===== src/rtl/fetch_unit.sv =====
// fetch_unit -- sequential instruction-fetch stage.
//
// Holds the architectural PC. Issues one word request at a time to
// instruction memory (req/ack), presents the fetched word and its PC to
// decode (valid/ready), and takes taken-branch redirects from execute.
// Wrong-path fetches are discarded.
//
// Parameters:
//   N         address / instruction width
//   RESET_PC  PC loaded on reset
//   INCR      sequential PC increment in bytes
//
// Ports:
//   clk, rst                    clock, synchronous active-high reset
//   imemReq, imemAddr           memory request (address held until ack)
//   imemAck, imemData           memory completion and returned word
//   branchTaken, branchTarget   redirect strobe and target from execute
//   decValid, decReady          decode handshake
//   decInstr, decPc             fetched instruction and its address
//   pcOut                       current PC register
//   misalignErr                 sticky misaligned-redirect flag
//
// Build option:
//   FETCH_ALIGN_CHECK_EN  when defined, redirect targets have bits [1:0]
//                         forced to zero and a misaligned target sets the
//                         sticky misalignErr flag; otherwise targets are
//                         used unmodified and misalignErr is tied low.

module fetch_unit #(
    parameter int unsigned    N        = 32,
    parameter logic [N-1:0]   RESET_PC = '0,
    parameter logic [N-1:0]   INCR     = N'(4)
) (
    input  logic         clk,
    input  logic         rst,
    output logic         imemReq,
    output logic [N-1:0] imemAddr,
    input  logic         imemAck,
    input  logic [N-1:0] imemData,
    input  logic         branchTaken,
    input  logic [N-1:0] branchTarget,
    output logic         decValid,
    input  logic         decReady,
    output logic [N-1:0] decInstr,
    output logic [N-1:0] decPc,
    output logic [N-1:0] pcOut,
    output logic         misalignErr
);

    typedef enum logic [1:0] {
        IDLE,
        REQ,
        HOLD,
        DRAIN
    } state_t;

    state_t       state;
    state_t       state_nx;
    logic [N-1:0] pc;
    logic [N-1:0] pc_nx;
    logic [N-1:0] redir_pc;
    logic [N-1:0] redir_nx;
    logic         load_dec;
    logic [N-1:0] tgt;

`ifdef FETCH_ALIGN_CHECK_EN
    assign tgt = {branchTarget[N-1:2], 2'b00};

    always_ff @(posedge clk) begin
        if (rst) begin
            misalignErr <= 1'b0;
        end else if (branchTaken && (branchTarget[1:0] != 2'b00)) begin
            misalignErr <= 1'b1;
        end
    end
`else
    assign tgt         = branchTarget;
    assign misalignErr = 1'b0;
`endif

    // State and datapath registers
    always_ff @(posedge clk) begin
        if (rst) begin
            state    <= IDLE;
            pc       <= RESET_PC;
            redir_pc <= '0;
            decInstr <= '0;
            decPc    <= '0;
        end else begin
            state    <= state_nx;
            pc       <= pc_nx;
            redir_pc <= redir_nx;
            if (load_dec) begin
                decInstr <= imemData;
                decPc    <= pc;
            end
        end
    end

    // Next-state logic
    always_comb begin
        state_nx = state;
        case (state)
            IDLE:  state_nx = REQ;
            REQ: begin
                if (imemAck && !branchTaken) begin
                    state_nx = HOLD;
                end else if (!imemAck && branchTaken) begin
                    state_nx = DRAIN;
                end
            end
            HOLD: begin
                // A redirect wins over decReady; the held word is dropped.
                if (branchTaken || decReady) begin
                    state_nx = REQ;
                end
            end
            DRAIN: begin
                if (imemAck) begin
                    state_nx = REQ;
                end
            end
            default: state_nx = IDLE;
        endcase
    end

    // PC / redirect / decode-capture update. The in-flight address is never
    // changed: a redirect during an unacknowledged request parks the target
    // in redir_pc and pc keeps addressing the outstanding request.
    always_comb begin
        pc_nx    = pc;
        redir_nx = redir_pc;
        load_dec = 1'b0;
        case (state)
            IDLE: begin
                if (branchTaken) begin
                    pc_nx = tgt;
                end
            end
            REQ: begin
                if (imemAck && !branchTaken) begin
                    load_dec = 1'b1;
                    pc_nx    = pc + INCR;
                end else if (branchTaken) begin
                    if (imemAck) begin
                        pc_nx = tgt;
                    end else begin
                        redir_nx = tgt;
                    end
                end
            end
            HOLD: begin
                if (branchTaken) begin
                    pc_nx = tgt;
                end
            end
            DRAIN: begin
                if (branchTaken) begin
                    redir_nx = tgt;
                end
                if (imemAck) begin
                    pc_nx = branchTaken ? tgt : redir_pc;
                end
            end
            default: ;
        endcase
    end

    // Outputs depend only on flops
    always_comb begin
        imemReq  = (state == REQ) || (state == DRAIN);
        decValid = (state == HOLD);
        imemAddr = pc;
        pcOut    = pc;
    end

endmodule

===== config.mk =====
export PLATFORM = sky130hd
export DESIGN_NAME = fetch_unit
export DESIGN_NICKNAME = d
export VERILOG_FILES = /design/src/rtl/fetch_unit.sv
export SDC_FILE = /design/constraint.sdc
export NUM_CORES = 1
export LEC_CHECK = 0
export ABC_AREA = 1
export CAP_MARGIN = 20
export CORE_MARGIN = 2
export CORE_UTILIZATION = 43
export CTS_CLUSTER_DIAMETER = 200
export DETAILED_ROUTE_END_ITERATION = 8
export PLACE_DENSITY = 0.78
export SETUP_SLACK_MARGIN = 0.05
export SKIP_CTS_REPAIR_TIMING = 1
export SYNTH_ARGS = -nofsm -noshare
export SYNTH_HDL_FRONTEND = slang
export SYNTH_SLANG_ARGS = --single-unit
export TNS_END_PERCENT = 1

===== constraint.sdc =====
create_clock -name clk -period 2 [get_ports clk]
set_input_delay 0.4 -clock clk [delete_from_list [all_inputs] [get_ports clk]]
set_output_delay 0.4 -clock clk [all_outputs]
set_load 0.01 [all_outputs]

Word level (Yosys, flattened, before mapping) --
Cells that the tools add are included. W data, S select, Z words.
Cells by class: multiplexer cells 18, equal/unequal tests 12, div/mod/pow operators 0, $add $sub $neg 1, shift operators 0, reduce and logical (&&, ||, !) cells 12, magnitude comparators 0, multipliers 0, bitwise logic cells 0
Operator list (count):
- $mux W32 | 9
- $pmux W32 S3 | 1
- $pmux W32 S2 | 1
- $add A32 B3 Y32 const B | 1
- $ne A3 B3 Y1 const B | 3
- $mux W2 | 4
- $ne A2 B2 Y1 const B | 4
- $pmux W2 S4 | 1
- $reduce_and A4 Y1 | 2
- $eq A2 B2 Y1 const B | 2
- $ne A2 B1 Y1 const B | 2
- $reduce_and A3 Y1 | 1
- $eq A2 B1 Y1 const B | 1
- $logic_and A1 B1 Y1 | 2
- $logic_not A1 Y1 | 2
- $logic_not A2 Y1 | 1
- $logic_or A1 B1 Y1 | 2
- $mux W1 | 2
- $reduce_bool A2 Y1 | 1
- $reduce_or A2 Y1 | 1
Word-level totals: bits in writable memories 0, output and inout bits 131, bits of input ports 69, memories kept 0, flip-flop bits (word level) 130, word-level logic and storage cells 48, ROM bits 0, bits in latches 0

Longest topological paths before layout --
depth in word-level cells 5, gate-level depth with buffers 12

Worst setup path before layout --
OpenSTA, ideal clock, no wires.
path kind input port to flip-flop, from input branchTaken, to register pc[22], in the netlist imemAddr[22], arrival time 1.908 ns, stages on the path 11, library setup time 0.109 ns, setup slack -0.017 ns, cell sequence inv_1 > clkbuf_1 > ha_1 > nor2_1 > o21ai_2 > nand2_4 > buf_4 > nor3_1 > nand3_1 > nand2_1 > inv_1
Between the ends: cells in the longest elaborated chain, start to end 4, elaborated cells between the ends (all ways) 10, classes of those cells eq/ne: 3; mux: 4; reduce/logical: 3
RTL lines:
- start, declared | RTL line 40 | input logic branchTaken,
- $logic_not A1 Y1 | RTL line 141 | if (imemAck && !branchTaken) begin
- $logic_and A1 B1 Y1 | RTL line 141
- $ne A3 B3 Y1 (no line) or $mux W32 (tied branches)
- $reduce_and A4 Y1 (no line) or $pmux W32 S3 (tied branches)
- end signal, assigned | RTL line 91 | pc <= pc_nx;
- end, declared | RTL line 59 | logic [N-1:0] pc;
Parallel ways exist; a longest one is shown, timed or not. The select of a mux whose other input is x is not followed. A chain may end at the register's enable or synchronous reset.

Worst setup path in the final report --
from register state[1], to output decValid
Between the ends: cells in the longest elaborated chain, start to end 1
RTL lines:
- start, declared | RTL line 57 | state_t state;
- start signal, assigned | RTL line 90 | state <= state_nx;
- $eq A2 B2 Y1 | RTL line 172 | decValid = (state == HOLD);
- end, declared | RTL line 42 | output logic decValid,
Every way passes these cells.

==> results.cfg <==
[synthesis]
ys_seq_elements = 130
synth-compound-area-share = 0.218
synth_mux_area_frac = 0
ys_seq_area_frac = 0.391
syn_area_um2 = 6660
yosys.area.top_type = dfxtp_1
synth_area_leaders = dfxtp_1 39%, nand2_1 12%, a21oi_1 11%, o21ai_0 6.8%, nor2_1 6.0%
synth_nets = 1068
synth_xor_area_frac = 0
ys_types = 38
syn_area_per_cell_um2 = 6.69
synth_flop_cell = dfxtp_1
synthArstFlopShare = 0
netlist.area_leader.share = 0.391
synth-adder-area-share = 0.00564
synthCells = 996
synth_edf_count = 0
yosys_warnings = 0
synth_top_family_by_area = simple AND/OR/NAND/NOR gates
synthSimpleGateAreaFrac = 0.261

[layout]
final_common_cell = nand2_1
seq_area_um2 = 2620
final_cell_area_um2 = 9800
mostFrequentLayoutCells = 221 x nand2_1, 196 x clkdlybuf4s50_1, 142 x a21oi_1
fin_util = 0.647
n_antenna_cell = 0
nets = 1274
multiInputGateArea_um2 = 3260
area_growth_pct = 47.2
drive_above_1_share = 0.122
num-fill-cells = 1326

[power_and_ir_drop]
ir_worst_vdd_mv = 0.759
p_leak_nw = 4.03
powerDensity_nw_per_um2 = 814

[die]
core_um2 = 15100
row_count = 45
ios = 200
die_area_um2 = 16500
die_height_um = 128
initial_core_util = 0.440
die_w_um = 128

[drt]
ant_nets = 0
drt_iter0_markers = 657
wl_met2_um = 9630
met3_length_um = 1780
drc_errors = 0
viasPerCell = 5.26
dr_total_vias = 7384
drt-wirelength-per-cell_um = 15.4
wl_met1_um = 9730
drt_pre_antenna_iters = 7
highest_layer = met4
drt-total-wl_um = 21600

[timing]
timing.final.max_slew_violations = 0
fmax_mhz = 502
rsz0062_at_grt = true
relSlewSlack = 0.660
setup_viol = 0
skew_ns = 0.00901
tightest_slew_ns = 0.510
finalHoldViolations = 0
timing.final.crit_share = 0.996
period_needed_ns = 1.99

[setup_path]
slowest_stage = clkdlybuf4s50_1
critPathBufInv = 2
slowest_delay_ns = 0.56
cp_top_family = buffers and inverters
critical_path_required_ns = 1.60
path_max_fanout = 4
r2r_start = imemAddr[2]
critical_path_class = register to output port
cp_cell_sequence = inv_1 -> nor2_2 -> clkdlybuf4s50_1
cp-start-kind = register
startpoint = state[1]
crit_arrival_ns = 1.59
cp-end-kind = output port

[global_routing]
grt_max_degree = 81
grt_use_total = 0.258
antenna_found_initial = 0
grt_pass1_vias = 6618
grt_pass1_wl_um = 33800
overflow = 0

[placed_design]
place_hpwl_um = 15500
place.gp.congestion = 0.913
portBuffers = 198
place_area_um2 = 9090

[cts]
cts_buffers = 17
cts.sinks = 130
cts.path.max_buffers = 2
clkSlewWorstSetupHoldPaths_ns = 0.06
htreeDepth = 4
clk_latency_ns = 0.43
clockRootBuffer = clkbuf_16
cts_tree = yes

[job]
cap_violations = 0

[min_path]
hold_path.class = register to register
min_from = decInstr[20]

[status]
outcome = complete, no violations
routing by layer:
metal | GRT usage | up-vias
met5 | 0 | -
met4 | 0.0931 | 0
met3 | 0.0495 | 44
met2 | 0.402 | 360
met1 | 0.356 | 3319
li1 | - | 3661
power breakdown:
| part | switching [mW] | leakage, nW | internal (mW) |
|---|---|---|---|
| Clock | 1.19 | 0.321 | 2.28 |
| Sequential | 0.183 | 1.07 | 2.78 |
| Combinational | 0.759 | 2.64 | 0.789 |
final timing paths:
kind,to,slack [ns],cells past startpoint
worst max-delay path,decValid,0.008,3
worst max register to register,imemAddr[30],0.21,10
worst min register to register,decInstr[20],0.46,2
worst min-delay path,decInstr[20],0.46,2
logic make-up after synthesis:
logic type / Yosys count
fa+ha+maj: 3
simple gates: 417
compound gates: 273
other cells: 1
buf+inv: 172
flops: 130
registers in the layout (all words and copies together) (netlist names):
name      count
state         2
decInstr     32
decPc        32
imemAddr     32
redir_pc     32
Yosys cell counts, drive strengths merged, types with 2 or more instances:
| cell type | n |
|---|---|
| nand2 | 224 |
| a21oi | 142 |
| dfxtp | 130 |
| nor2 | 111 |
| o21ai | 102 |
| inv | 81 |
| buf | 61 |
| nand3 | 48 |
| clkbuf | 30 |
| nor3 | 13 |
| o21a | 13 |
| nand4 | 11 |
| o211ai | 7 |
| a31oi | 5 |
| or2 | 5 |
| ha | 3 |
| nor3b | 3 |
| nand3b | 2 |
| o211a | 2 |
cell type report:
cell class	count	area share
timing repair buffer	278	0.277
inverter	81	0.0313
tap	188	0.0240
sequential	130	0.267
multi-input combinational	694	0.333
clock buffer	20	0.0466
clock inverter	12	0.0207
through the flow:
stage / worst slack, ns / setup TNS [ns] / hold WS (ns) / total power, mW / std cells
floorplan: 0.170 / 0 / 0.488 / 3.74 / 996
finish: 0.00841 / 0 / 0.462 / 7.98 / 1403
global route: -0.0308 / -0.0308 / 0.473 / 8.30 / 1403
detailed placement: -0.362 / -18.56 / 0.453 / 4.53 / 1371
CTS: -0.137 / -0.185 / 0.462 / 7.99 / 1403
global placement: -0.343 / -13.18 / 0.446 / 4.50 / 1371
worst reg2reg max path: stages, from the launching register on:
cell and delay (ns):
dfxtp_1 0.34, ha_1 0.20, nand2_1 0.10, inv_1 0.12, nand3b_1 0.16, nor2_2 0.37
nand3_1 0.14, nand2_1 0.10, nand3_1 0.07, nand2_1 0.07, inv_1 0.04
(Power assumes the default switching activity.)
